`config.mk`:
```
export PLATFORM = sky130hd
export DESIGN_NAME = cmdsender_module
export DESIGN_NICKNAME = d
export VERILOG_FILES = /design/src/rtl/cmdsender_module.sv
export SDC_FILE = /design/constraint.sdc
export NUM_CORES = 1
export LEC_CHECK = 0
export CORE_MARGIN = 3
export CORE_UTILIZATION = 34
export CTS_BUF_LIST = sky130_fd_sc_hd__clkbuf_4 sky130_fd_sc_hd__clkbuf_8 sky130_fd_sc_hd__clkbuf_16
export CTS_CLUSTER_DIAMETER = 200
export CTS_CLUSTER_SIZE = 20
export DETAILED_ROUTE_END_ITERATION = 8
export GPL_ROUTABILITY_DRIVEN = 0
export HOLD_SLACK_MARGIN = 0.03
export MAX_ROUTING_LAYER = met4
export SETUP_SLACK_MARGIN = 0.2
export SYNTH_ARGS = -nofsm -noshare
export SYNTH_HDL_FRONTEND = slang
export SYNTH_SLANG_ARGS = --single-unit
```
`constraint.sdc`:
```
create_clock -name i_clk -period 3.1 [get_ports i_clk]
set_clock_uncertainty 0.05 [all_clocks]
set_input_delay 0.465 -clock i_clk [delete_from_list [all_inputs] [get_ports i_clk]]
set_output_delay 0.465 -clock i_clk [all_outputs]
set_load 0.02 [all_outputs]
```
`src/rtl/cmdsender_module.sv`:
```
// Host-side UART calculator command initiator: pushes op/A/B into the TX FIFO,
// then pops one result byte from the RX FIFO (or gives up after a timeout).
module cmdsender_module #(
   parameter int NB_CMDSENDER_DATA = 8,
   parameter int NB_CMDSENDER_OP   = 6,
   parameter int CMDSENDER_TIMEOUT = 50000
) (
   input  logic                         i_clk,
   input  logic                         i_reset_n,
   input  logic                         i_cmdsender_START,
   input  logic [NB_CMDSENDER_OP-1:0]   i_cmdsender_OP,
   input  logic [NB_CMDSENDER_DATA-1:0] i_cmdsender_DATAA,
   input  logic [NB_CMDSENDER_DATA-1:0] i_cmdsender_DATAB,
   input  logic                         i_cmdsender_FULL,
   input  logic                         i_cmdsender_EMPTY,
   input  logic [NB_CMDSENDER_DATA-1:0] i_cmdsender_READDATA,
   output logic                         o_cmdsender_WRITE,
   output logic [NB_CMDSENDER_DATA-1:0] o_cmdsender_WRITEDATA,
   output logic                         o_cmdsender_READ,
   output logic [NB_CMDSENDER_DATA-1:0] o_cmdsender_RESULT,
   output logic                         o_cmdsender_DONE,
   output logic                         o_cmdsender_TIMEOUT,
   output logic                         o_cmdsender_BUSY
);

   localparam int CNT_W = (CMDSENDER_TIMEOUT > 0) ? $clog2(CMDSENDER_TIMEOUT + 1) : 1;
   localparam logic [CNT_W-1:0] CNT_LIMIT = CNT_W'(CMDSENDER_TIMEOUT);
   localparam logic [CNT_W-1:0] CNT_ONE   = CNT_W'(1);

   typedef enum logic [2:0] {
      ST_IDLE     = 3'd0,
      ST_SEND_OP  = 3'd1,
      ST_SEND_A   = 3'd2,
      ST_SEND_B   = 3'd3,
      ST_WAIT_RES = 3'd4,
      ST_FINISH   = 3'd5
   } state_e;

   state_e                       state_q, state_d;
   logic [NB_CMDSENDER_OP-1:0]   op_q, op_d;
   logic [NB_CMDSENDER_DATA-1:0] a_q, a_d;
   logic [NB_CMDSENDER_DATA-1:0] b_q, b_d;
   logic [NB_CMDSENDER_DATA-1:0] result_q, result_d;
   logic                         flag_q, flag_d;
   logic [CNT_W-1:0]             cnt_q, cnt_d;

   logic                         write_s;
   logic [NB_CMDSENDER_DATA-1:0] wdata_s;
   logic                         read_s;
   logic                         done_s;
   logic                         tout_s;

   // State register and latched request/result fields.
   always_ff @(posedge i_clk or negedge i_reset_n) begin
      if (!i_reset_n) begin
         state_q  <= ST_IDLE;
         op_q     <= '0;
         a_q      <= '0;
         b_q      <= '0;
         result_q <= '0;
         flag_q   <= 1'b0;
         cnt_q    <= '0;
      end else begin
         state_q  <= state_d;
         op_q     <= op_d;
         a_q      <= a_d;
         b_q      <= b_d;
         result_q <= result_d;
         flag_q   <= flag_d;
         cnt_q    <= cnt_d;
      end
   end

   // Next-state and FIFO handshake decode; a send state only advances on a real push.
   always_comb begin
      state_d  = state_q;
      op_d     = op_q;
      a_d      = a_q;
      b_d      = b_q;
      result_d = result_q;
      flag_d   = flag_q;
      cnt_d    = cnt_q;
      write_s  = 1'b0;
      wdata_s  = '0;
      read_s   = 1'b0;
      done_s   = 1'b0;
      tout_s   = 1'b0;
      case (state_q)
         ST_IDLE: begin
            cnt_d = '0;
            if (i_cmdsender_START) begin
               op_d    = i_cmdsender_OP;
               a_d     = i_cmdsender_DATAA;
               b_d     = i_cmdsender_DATAB;
               flag_d  = 1'b0;
               state_d = ST_SEND_OP;
            end else begin
               read_s = ~i_cmdsender_EMPTY;
            end
         end
         ST_SEND_OP: begin
            write_s = ~i_cmdsender_FULL;
            wdata_s = NB_CMDSENDER_DATA'(op_q);
            if (write_s) state_d = ST_SEND_A;
            else         state_d = ST_SEND_OP;
         end
         ST_SEND_A: begin
            write_s = ~i_cmdsender_FULL;
            wdata_s = a_q;
            if (write_s) state_d = ST_SEND_B;
            else         state_d = ST_SEND_A;
         end
         ST_SEND_B: begin
            write_s = ~i_cmdsender_FULL;
            wdata_s = b_q;
            if (write_s) begin
               cnt_d   = '0;
               state_d = ST_WAIT_RES;
            end else begin
               state_d = ST_SEND_B;
            end
         end
         ST_WAIT_RES: begin
            // A byte present on the limit cycle still counts as a result.
            read_s = ~i_cmdsender_EMPTY;
            if (read_s) begin
               result_d = i_cmdsender_READDATA;
               state_d  = ST_FINISH;
            end else if ((CMDSENDER_TIMEOUT != 0) && (cnt_q == CNT_LIMIT)) begin
               flag_d  = 1'b1;
               state_d = ST_FINISH;
            end else if (CMDSENDER_TIMEOUT != 0) begin
               cnt_d = cnt_q + CNT_ONE;
            end else begin
               cnt_d = cnt_q;
            end
         end
         ST_FINISH: begin
            done_s  = 1'b1;
            tout_s  = flag_q;
            state_d = ST_IDLE;
         end
         default: begin
            state_d = ST_IDLE;
         end
      endcase
   end

   assign o_cmdsender_WRITE     = write_s;
   assign o_cmdsender_WRITEDATA = wdata_s;
   assign o_cmdsender_READ      = read_s;
   assign o_cmdsender_RESULT    = result_q;
   assign o_cmdsender_DONE      = done_s;
   assign o_cmdsender_TIMEOUT   = tout_s;
   assign o_cmdsender_BUSY      = (state_q != ST_IDLE);

endmodule

```
; ---- Yosys cells after proc, flatten, opt, wreduce, memory -nomap -nowiden
; Index checks and enable logic that the tools add are counted.
; Widths: inputs -> output; s select.
[op_classes]
n_eq_ne = 12
n_mux = 21
addsub = 1
reduce_logical = 10
bitwise = 2
[ops]
columns = operator, n
row1 = $mux 16, 3
row2 = $pmux 16 s3, 1
row3 = $pmux 8 s3, 1
row4 = $add 16x1->16 const B, 1
row5 = $eq 16x16->1 const B, 1
row6 = $pmux 3 s5, 1
row7 = $mux 3, 4
row8 = $ne 2x2->1 const B, 5
row9 = $mux 1, 8
row10 = $reduce_and 4->1, 2
row11 = $eq 3x2->1 const B, 2
row12 = $eq 3x3->1 const B, 2
row13 = $reduce_and 2->1, 3
row14 = $reduce_bool 3->1, 2
row15 = $pmux 1 s2, 2
row16 = $eq 3x1->1 const B, 1
row17 = $logic_not 3->1, 1
row18 = $ne 3x3->1 const B, 1
row19 = $reduce_or 3->1, 1
row20 = $mux 2, 1
row21 = $not 1->1, 2
row22 = $reduce_bool 2->1, 1
[word_totals]
register_bits = 50
in_bits = 35
elab_cells = 53
out_inout_bits = 21

; ---- Longest topological paths before layout
; Gate-level depths: netlist of run 1.
[logic_depth]
ltp_word = 4
ltp_mapped = 7
depth_no_buf = 6

; ---- Least setup slack after synthesis of run 1
; No wires, ideal clock.
[synth_timing]
path_type = reg-to-reg
startpoint = register cnt_q[12]
endpoint = register cnt_q[14]
slack_ps = 929
required_ps = 2926
stages_incl_launch_ff = 6
path_buffers = 1
synth_period_minus_slack_ps = 2171
arrival_ps = 1997
setup_ps = 124
path_cell_list = dfrtp_1 or4b_4 or4_4 buf_6 and4_4 a211o_1
[synth_via]
elab_chain_len = 4
elab_cells_between_ends = 7
cone_classes = 1 x add/sub / 2 x eq/ne / 3 x mux / 1 x reduce/logical
[synth_rtl]
columns = item, line_no
row1 = from (decl), 45  ; logic [CNT_W-1:0] cnt_q, cnt_d;
row2 = from (signal assigned), 70  ; cnt_q <= cnt_d;
row3 = $add 16x1->16, 133  ; cnt_d = cnt_q + CNT_ONE;
row4 = $mux 16, 129  ; end else if ((CMDSENDER_TIMEOUT != 0) && (cnt_q == CNT_LIMIT)) begin
row5 = $mux 16, 126  ; if (read_s) begin
row6 = $pmux 16 s3, 88  ; case (state_q)
; Parallel ways exist; a longest one is shown, timed or not. The select of a mux whose other input is x is not followed.
; A chain may end at the register's enable or synchronous reset.

; ---- Worst setup path in the final report of run 1
[layout_timing]
startpoint = register state_q[0]
endpoint = output port o_cmdsender_WRITEDATA[4]
[layout_via]
elab_chain_len = 2
elab_cells_between_ends = 4
cone_classes = 3 x eq/ne / 1 x mux
[layout_rtl]
columns = item, line_no
row1 = from (decl), 39  ; state_e state_q, state_d;
row2 = from (signal assigned), 64  ; state_q <= state_d;
row3 = $eq 3x2->1 or $eq 3x1->1 (tied branches), 88
row4 = $pmux 8 s3 (*), 88
row5 = to (decl), 18  ; output logic [NB_CMDSENDER_DATA-1:0] o_cmdsender_WRITEDATA,
; Mark *: on every way between the ends. The rest lies on a longest branch, timed or not.

==> summary.md, run 1 <==
| Metric | Value |
|---|---|
| Synth async-reset ratio | 100% |
| DP Wirelength | 4.33 mm |
| Worst-Margin Slew | 0.731 ns |
| Critical-path maximum fanout | 8 |
| Max stage delay on crit path | 0.63 ns |
| First-pass GRT wire length | 10.0 mm |
| Worst setup path startpoint | state_q[0] |
| WL per Instance | 15.8 um |
| Fin nets | 325 |
| Post-synthesis sequential area ratio | 48.4% |
| Clk sinks | 50 |
| CP cell instances | nor2b_1 > a22oi_1 > nor2_1 > clkdlybuf4s50_1 |
| Input/output buffers | 55 |
| Clk pwr share | 17.4% |
| Num CTS Buffers | 5 |
| # setup viols final | 0 |
| Final Cycle Share | 89.7% |
| Post-route ant nets | 0 |
| Critical Path AT | 2.27 ns |
| Layout Cells excl Fill | 388 |
| Fmax | 359 MHz |
| YS warnings | 0 |
| Startpoint types | flop |
| Hold buffer count at cts | 0 |
| Post-synth EDFFs | 0 |
| Status | finished, final reports clean |
| Final Hold Fails | 0 |
| # DRC | 0 |
| WP data required | 2.58 ns |
| Most frequent cells in the layout | clkdlybuf4s50_1 (54), dfrtp_1 (50), mux2_2 (36) |
| Hold WS | 0.160 ns |
| P_leak | 1.37 nW |
| 1st-iter DRT viols | 154 |
| Most frequent standard cell in the layout excluding fill and tap cells | clkdlybuf4s50_1 |
| Total track usage | 14.7% |
| RR Endpoint | cnt_q[5] |
| Cells after DPL | 380 |
| Post-DR vias/cell | 5.45 |
| Root Buffer | clkbuf_8 |
| Fin crit period | 2.78 ns |
| Fill cells | 713 |
| Reg2Reg Setup Slack | 0.66 ns |
| CTS tree | done |
| Final wirelength | 6.14 mm |
| Sequential Power Share | 36.0% |
| Critical path endpoint | o_cmdsender_WRITEDATA[4] |
| Core Rows | 31 |
| RSZ-0062 raised after global routing | no |
| Drt first pass iters | 4 |
| Hold Crit Class | primary input to asynchronous set/reset pin |
| Syn Inst Count | 235 |
| Reg2Reg Depth | 5 |
| Worst VDD drop | 0.440 mV |
| Final Worst Setup Slack | 0.318 ns |
| Layout Utilization | 46.0% |
| Vias post-DR | 2116 |
| Vias in the first global route | 2102 |
| Class of the most critical setup path | flop to primary output |
| Slew HR | 51.3% |
| Mean Syn Cell Area | 11.0 um2 |
| Final instance area | 3350 um2 |
| Clk_lat worst skew | 0.30 ns |
| Switching Share | 35.3% |
| Slowest cell on crit path | clkdlybuf4s50_1 |
| Antenna diode count | 0 |
| GRT overflow | 0 |
| Die Wd | 93.2 um |
| Ys flop type | dfrtp_1 |
| Max_cap viols | 0 |
| Worst setup EP type | primary output |
| Post-Route Setup TNS | 0 ns |
| Int Power | 1.83 mW |
| Switching pwr | 0.998 mW |
| Pwr Density | 842 nW/um2 |
| Share of cells above drive strength 1 | 20.1% |
| Dpl ws | 0.677 ns |
| Starting Density | 35.4% |
| Layout area overhead | 29.8% |
| Die Y | 93.2 um |
| Syn Std Cell Area | 2580 um2 |
| Final Max Slew Viols | 0 |
| Largest net degree at the start of global routing | 34 |
| Initial antenna violation count | 0 |
| H-tree levels | 2 |
| Placed cell area | 3230 um2 |
| Synth cell types | 52 |
| Top Ports | 56 |
| Post-CTS sizing | 0 |
| Total power | 2.82 mW |
| Gate power share | 46.7% |
| #FFs+latches synth | 50 |
| Area of the core | 7290 um2 |
| R2r startpoint | cnt_q[7] |
| Total Die Area | 8680 um2 |
| Clock Tree Buf Depth | 2 |
| Synthesized net count | 272 |
| Worst-path clk slew | 0.09 ns |
| Post-CTS Setup Bufs | 0 |
## power groups by stage
stage / combinational [mW] / sequential [mW] / clock, mW
floorplan: 0.791 / 1.04 / 0
global placement: 1.32 / 1.02 / 0
detailed placement: 1.32 / 1.03 / 0
CTS: 1.33 / 1.02 / 0.507
global route: 1.43 / 1.05 / 0.524
finish: 1.32 / 1.02 / 0.490
## layout make-up
class / count / area (um2) / share of cell area (%)
Sequential cell: 50 / 1250 / 37.3
Clock buffer: 6 / 82.6 / 2.46
Multi-Input combinational cell: 164 / 1230 / 36.8
Tap cell: 99 / 124 / 3.70
Clock inverter: 2 / 38.8 / 1.16
Inverter: 4 / 15.0 / 0.448
Timing Repair Buffer: 63 / 606 / 18.1
## worst min-delay path by stage
| stage | endpoint | slack, ns | startpoint |
|---|---|---|---|
| floorplan | a_q[0] | 0.12 | i_reset_n |
| global placement | a_q[4] | 0.44 | a_q[4] |
| detailed placement | b_q[0] | 0.44 | b_q[0] |
| CTS | cnt_q[0] | 0.19 | i_reset_n |
| global route | b_q[3] | 0.21 | i_reset_n |
| finish | a_q[3] | 0.16 | i_reset_n |
## registers in the layout (all words and copies together), names as in the netlist
name / flops
cnt_q: 16
a_q: 8
b_q: 8
o_cmdsender_RESULT: 8
op_q: 6
state_q: 3
flag_q: 1
## cells in the mapped netlist, types with 2 or more instances
master | instances | area [um2]
buf_2 | 2 | 10.0
and3_1 | 4 | 25.0
mux2_2 | 36 | 405
nand2_1 | 10 | 37.5
a211o_1 | 3 | 26.3
nand4_1 | 4 | 25.0
and2_1 | 2 | 12.5
o31ai_1 | 2 | 15.0
o21ai_0 | 7 | 35.0
or4_1 | 3 | 22.5
nor2b_1 | 3 | 18.8
or3_1 | 2 | 12.5
a22oi_1 | 6 | 45.0
a31oi_1 | 12 | 75.1
clkbuf_1 | 10 | 37.5
buf_1 | 3 | 11.3
a21o_1 | 2 | 15.0
o41ai_1 | 2 | 17.5
nor2_1 | 13 | 48.8
buf_6 | 2 | 22.5
inv_1 | 4 | 15.0
ha_1 | 2 | 25.0
nor3_1 | 3 | 15.0
nor4_1 | 6 | 37.5
nand2b_1 | 2 | 12.5
nand3_1 | 9 | 45.0
and4_1 | 4 | 35.0
dfrtp_1 | 50 | 1250
a21oi_1 | 3 | 15.0
mux2i_1 | 2 | 20.0
## routing by layer
| layer | track usage [%] | vias up | wire [um] |
|---|---|---|---|
| met4 | 3.91 | 0 | 63 |
| met3 | 3.62 | 6 | 271 |
| li1 | - | 995 | - |
| met5 | - | - | 0 |
| met1 | 19.5 | 1071 | 2940 |
| met2 | 22.7 | 44 | 2860 |
## cell families after synthesis
logic type,Yosys count,synth area share (%)
and+or+nand+nor,77,17.8
DFF,50,48.4
AOI/OAI and AO/OA,46,12.3
muxes,38,16.5
buffers and inverters,21,3.73
adders and majority gates,2,0.969
xor gates and xnor gates,1,0.339
## worst max-delay path, delay by kind of cell, from the launching register on
family,cells,cell delay (ns)
buf+inv,1,0.63
simple gates,2,0.70
flops,1,0.44
compound gates,1,0.19
Note: power is estimated with default switching activity, not from simulation.
==> run 2: changes to the inputs <==
Settings changed: CELL_PAD_IN_SITES_DETAIL_PLACEMENT from default to 1, CELL_PAD_IN_SITES_GLOBAL_PLACEMENT from default to 1, PLACE_DENSITY_LB_ADDON from default to 0.1.
==> run 2 against run 1 <==
- routed wire length rose by 12%
- register-to-register slack improved by 0.14 ns
- count of clock-buffer cells in the layout rose by 1
- final cell count rose by 0.26%
- global-route usage rose by 2.9 points
- critical endpoint is now o_cmdsender_READ
- worst hold slack got worse by 0.094 ns
- clock power fell by 18%
- sequential power barely moved
==> summary.md, run 2 (synthesis results as in run 1) <==
| Metric | Value |
|---|---|
| Antenna diode count | 0 (unchanged) |
| Final Cycle Share | 83.5% (-6.3 points) |
| CP cell instances | nor2b_1 > nor4_1 > clkdlybuf4s50_1 |
| Largest net degree at the start of global routing | 23 (-32%) |
| Max reg flops | 16 (unchanged) |
| Class of the most critical setup path | flop to primary output |
| Root Buffer | clkbuf_8 |
| Most frequent cells in the layout | clkdlybuf4s50_1 (54), dfrtp_1 (50), mux2_2 (36) |
| Share of cells above drive strength 1 | 20.7% (+0.62 points) |
| Num CTS Buffers | 5 (unchanged) |
| Final instance area | 3340 um2 (-0.49%) |
| Worst-path clk slew | 0.09 ns (about the same) |
| Final wirelength | 6.85 mm (+12%) |
| RSZ-0062 raised after global routing | no |
| Critical Path AT | 2.07 ns (-0.20 ns) |
| Clock Tree Buf Depth | 2 (unchanged) |
| Slew HR | 55.6% (+4.3 points) |
| P_leak | 1.37 nW (-0.30%) |
| Die Y | 93.2 um (unchanged) |
| Fill cells | 836 (+17%) |
| Final Hold Fails | 0 (unchanged) |
| Most frequent standard cell in the layout excluding fill and tap cells | clkdlybuf4s50_1 |
| Core Rows | 31 (unchanged) |
| CTS tree | done |
| Hold Crit Class | primary input to asynchronous set/reset pin |
| Post-DR vias/cell | 5.45 (-0.12%) |
| Final Max Slew Viols | 0 (unchanged) |
| Total track usage | 17.7% (+2.9 points) |
| Die Wd | 93.2 um (unchanged) |
| Total Die Area | 8680 um2 (unchanged) |
| Vias post-DR | 2119 (+0.14%) |
| Max stage delay on crit path | 0.75 ns (+0.12 ns) |
| GRT overflow | 0 (unchanged) |
| Drt first pass iters | 4 (unchanged) |
| Layout area overhead | 29.2% |
| DP Wirelength | 4.94 mm (+14%) |
| Dpl ws | 0.636 ns (-0.0404 ns) |
| Fin nets | 326 (+0.31%) |
| Startpoint types | flop |
| WP data required | 2.58 ns (about the same) |
| # setup viols final | 0 (unchanged) |
| Area of the core | 7290 um2 (unchanged) |
| Max_cap viols | 0 (unchanged) |
| Placed cell area | 3240 um2 (+0.23%) |
| Top Ports | 56 (unchanged) |
| Final Worst Setup Slack | 0.513 ns (+0.195 ns) |
| # DRC | 0 (unchanged) |
| Clk_lat worst skew | 0.30 ns (about the same) |
| Worst VDD drop | 0.435 mV (-1.1%) |
| Layout Cells excl Fill | 389 (+0.26%) |
| First-pass GRT wire length | 11.9 mm (+19%) |
| Worst setup EP type | primary output |
| Slowest cell on crit path | dfrtp_1 |
| Cells after DPL | 381 (+0.26%) |
| Critical-path maximum fanout | 21 (+13) |
| H-tree levels | 2 (unchanged) |
| Vias in the first global route | 2302 (+9.5%) |
| Fin crit period | 2.59 ns (-0.195 ns) |
| Fmax | 386 MHz (+7.5%) |
| Status | finished, final reports clean |
| Starting Density | 35.4% (unchanged) |
| Input/output buffers | 55 (unchanged) |
| Pwr Density | 828 nW/um2 (-1.6%) |
| Hold WS | 0.0653 ns (-0.0943 ns) |
| Worst-Margin Slew | 0.666 ns (-0.0649 ns) |
| 1st-iter DRT viols | 117 (-24%) |
| WL per Instance | 17.6 um (+11%) |
| Biggest register | cnt_q |
| Post-route ant nets | 0 (unchanged) |
| Initial antenna violation count | 0 (unchanged) |
| Clk sinks | 50 (unchanged) |
| Post-Route Setup TNS | 0 ns (unchanged) |
-- run 2: cell count changes in the layout (fill, tap and decap cells not counted) --
cell	previous run	this run
clkinv_2	0	1
clkbuf_4	0	1
inv_6	1	0
buf_4	8	9
nor2b_2	0	1
bufinv_16	1	0
nor2b_1	3	2
-- run 2: final timing paths --
check | from | endpoint | slack, ns | cells past startpoint
setup / recovery | state_q[2] | o_cmdsender_READ | 0.51 | 3
max in group asynchronous | i_reset_n | b_q[7] | 2.26 | 2
min in group i_clk | a_q[0] | a_q[0] | 0.46 | 1
setup reg to reg | state_q[2] | o_cmdsender_RESULT[2] | 0.80 | 3
hold / removal | i_reset_n | b_q[3] | 0.07 | 1
hold reg to reg | a_q[0] | a_q[0] | 0.46 | 1
-- run 2: final cells by class --
type                            instances  area [um2]  share of cell area (%)
Sequential cell                        50        1250                    37.5
Multi-Input combinational cell        164        1240                    37.1
Timing Repair Buffer                   64         613                    18.4
Tap cell                               99         124                    3.71
Clock buffer                            7        90.1                    2.70
Inverter                                4        15.0                   0.450
Clock inverter                          1        5.00                   0.150
-- run 2: worst max-delay path: cells and delay by family, from the launching register on --
family | cells | cell delay, ns
flip-flops | 1 | 0.75
AND/OR/NAND/NOR | 2 | 0.36
buffers and inverters | 1 | 0.67
-- run 2: what timing repair did --
action	4_1_cts	5_1_grt
setup endpoints to repair	0	2
hold buffers	0	0
gates resized for setup	0	1
setup buffers	0	0
-- run 2: layer usage --
layer	global-route usage, %	up-vias	routed length, um
met1	24.2	1080	3380
met3	2.90	4	160
met4	4.15	0	46
met5	-	-	0
li1	-	995	-
met2	27.6	40	3260
-- run 2: power by group --
part           switching [mW]  leakage, nW  internal, mW
clock                   0.214       0.0517         0.189
sequential              0.146        0.633         0.875
combinational           0.648        0.682         0.690
-- run 2: metrics by stage --
step	utilization, %	power [mW]
6_report	45.7	2.76
3_5_place_dp	44.4	2.39
5_1_grt	45.7	2.97
2_1_floorplan	-	1.83
3_3_place_gp	44.4	2.37
4_1_cts	45.7	2.81
==> RTL change (settings of run 1) <==
The 6 states of `state_e` get a one-hot encoding in 6 bits.
--- a/src/rtl/cmdsender_module.sv
+++ b/src/rtl/cmdsender_module.sv
@@ -27,13 +27,13 @@
    localparam logic [CNT_W-1:0] CNT_LIMIT = CNT_W'(CMDSENDER_TIMEOUT);
    localparam logic [CNT_W-1:0] CNT_ONE   = CNT_W'(1);
 
-   typedef enum logic [2:0] {
-      ST_IDLE     = 3'd0,
-      ST_SEND_OP  = 3'd1,
-      ST_SEND_A   = 3'd2,
-      ST_SEND_B   = 3'd3,
-      ST_WAIT_RES = 3'd4,
-      ST_FINISH   = 3'd5
+   typedef enum logic [5:0] {
+      ST_IDLE     = 6'b000001,
+      ST_SEND_OP  = 6'b000010,
+      ST_SEND_A   = 6'b000100,
+      ST_SEND_B   = 6'b001000,
+      ST_WAIT_RES = 6'b010000,
+      ST_FINISH   = 6'b100000
    } state_e;
 
    state_e                       state_q, state_d;
Formal check against the unedited RTL: no difference found for any inputs over 10 cycles, from zero or initial values and one cycle with i_reset_n low; not proved beyond that.
==> RTL change against run 1 <==
Power down 25%. Worst setup slack lost 22 ps. Non-clock buffer count shrank 1. Cell count up 1.5%. Cell area rose by 3.1%. Synthesized area increased by 3.2%. Routed wire length rose by 2.1%. Synthesized cell count grew 1.7%. Sequential cell count increased by 3.
==> RTL change: results (changes against run 1) <==
- The arrival time of the worst setup path came to 2290 ps (+20 ps).
* Relative area of clock buffers and inverters in the final design: 2.751% (-0.87 points)
- The cell count after placement is 384 (+1.1%).
- In the post-synthesis netlist, the biggest area contributors are sky130_fd_sc_hd__dfrtp_1 49%, sky130_fd_sc_hd__mux2_2 14%, sky130_fd_sc_hd__a31oi_1 5.4%.
- The maximum fanout count along the critical path is 10 (+2).
* Worst min path class: in2async
- In this run the worst setup path begins at state_q[5].
- Multi-input comb cells: 158 (-3.7%)
* Global-route wire length before repair: 10120 um (+0.83%)
- In this run the worst setup path terminates at o_cmdsender_WRITEDATA[6].
- Post-Place Worst Slack: 375.1 ps (-301.5 ps)
- Reg2Reg Launch Point: cnt_q[0]
- Largest net degree at the start of global routing: 40 (+18%)
- Fraction of area in multi-input gates: 35.90% (-0.94 points)
- The buffering overhead was 17.77% (-0.30 points).
- Number of cells traversed by the worst register-to-register path: 6 (+1)
* Via count of the routed design: 2119 (+0.14%)
- Die Span X: 94.54 um (+1.5%)
- Final Net Count: 331 (+1.8%)
- The count of state elements after synthesis is 53 (+6.0%).
- Global-route met3 utilization: 2.869% (-0.75 points)
* Fraction of layout cells with a size suffix above 1: 21.36% (+1.3 points)
* Standard cell with the maximum stage delay on the critical path: sky130_fd_sc_hd__clkdlybuf4s50_1
- HPWL after DPL: 4397 um (+1.6%)
* Share of synthesized area occupied by flip-flops and latches: 49.81% (+1.4 points)
* Wire length on met3: 292 um (+7.7%)
- Final period demand of the worst path: 2804 ps (+21.84 ps)
- Sequential portion of the cell area: 38.47% (+1.1 points)
- Global-route usage over all layers: 14.86% (+0.14 points)
* Plain + repair buffers: 62 (-1.6%)
* Met2 usage in global routing: 22.46% (-0.28 points)
- The number of DRC markers in iteration 0 came to 157 (+1.9%).
- Maximum cell stage delay along the critical path: 610 ps (-20 ps)
* Result of the run: finished, final reports clean
- The antenna cell count was 0 (unchanged).
- The final-layout worst hold slack is 211.9 ps (+52.28 ps).
- The cell area after placement is 3304 um2 (+2.3%).
* Area taken by flip-flops and latches: 1330 um2 (+6.3%)
- The met2 wirelength from detailed routing came to 2930 um (+2.4%).
- The net count of the mapped netlist was 276 (+1.5%).
- Synth cell count leaders: 52 x sky130_fd_sc_hd__dfrtp_1, 32 x sky130_fd_sc_hd__mux2_2, 23 x sky130_fd_sc_hd__a31oi_1
- Inverters, non-clock: 14 (+10)
* Number of detailed-routing iterations run before antenna repair: 5 (+1)
- The number of different library cells in the post-synthesis netlist is 44 (-15%).
- Met1 track utilization from global routing: 20.35% (+0.85 points)
* Fillers: 692 (-2.9%)
- Post-cts repair resize count: 5 (+5)
- Leakage power of the design: 0.001552 uW (+13%)
* Worst IR drop on VDD: 319.1 uV (-28%)
- Final WL: 6268 um (+2.1%)
- The slack of the worst reg-to-reg path was 960 ps (+300 ps).
- Worst relative slew slack: 42.00% (-9.3 points)
* Synth Area per Inst: 11.15 um2 (+1.5%)
- Worst flop-to-flop path endpoint: cnt_q[15]
- Met1 WL: 2979 um (+1.2%)
-- RTL change: cell types whose count changed in the layout (fill, tap and decap cells not counted), sizes merged, moves of 7 or more --
cell	run 1	this run
nor3	3	10
a31oi	12	23
clkdlybuf4s50	54	46
dlymetal6s2s	0	7
nor2	14	4
inv	5	15
-- RTL change: logic make-up (layout without fill, tap and decap cells) --
logic type               count (synthesis)  after routing  share of synthesized area (%)
AND/OR/NAND/NOR                         75             75                          17.37
flip-flops                              53             53                          49.81
multiplexers                            32             32                          13.52
AO/OA/AOI/OAI                           47             47                          13.19
XOR/XNOR                                 2              2                         0.6574
buffers and inverters                   28             84                          4.507
adder cells (fa/ha/maj)                  2              2                         0.9388
-- RTL change: power breakdown --
group | leakage [uW] | internal, uW | total, uW | switching (uW)
registers | 0.000674 | 874 | 1000 | 128
logic | 0.000829 | 378 | 703 | 324
clock network | 0.0000487 | 165 | 412 | 246
total | 0.00155 | 1420 | 2120 | 699
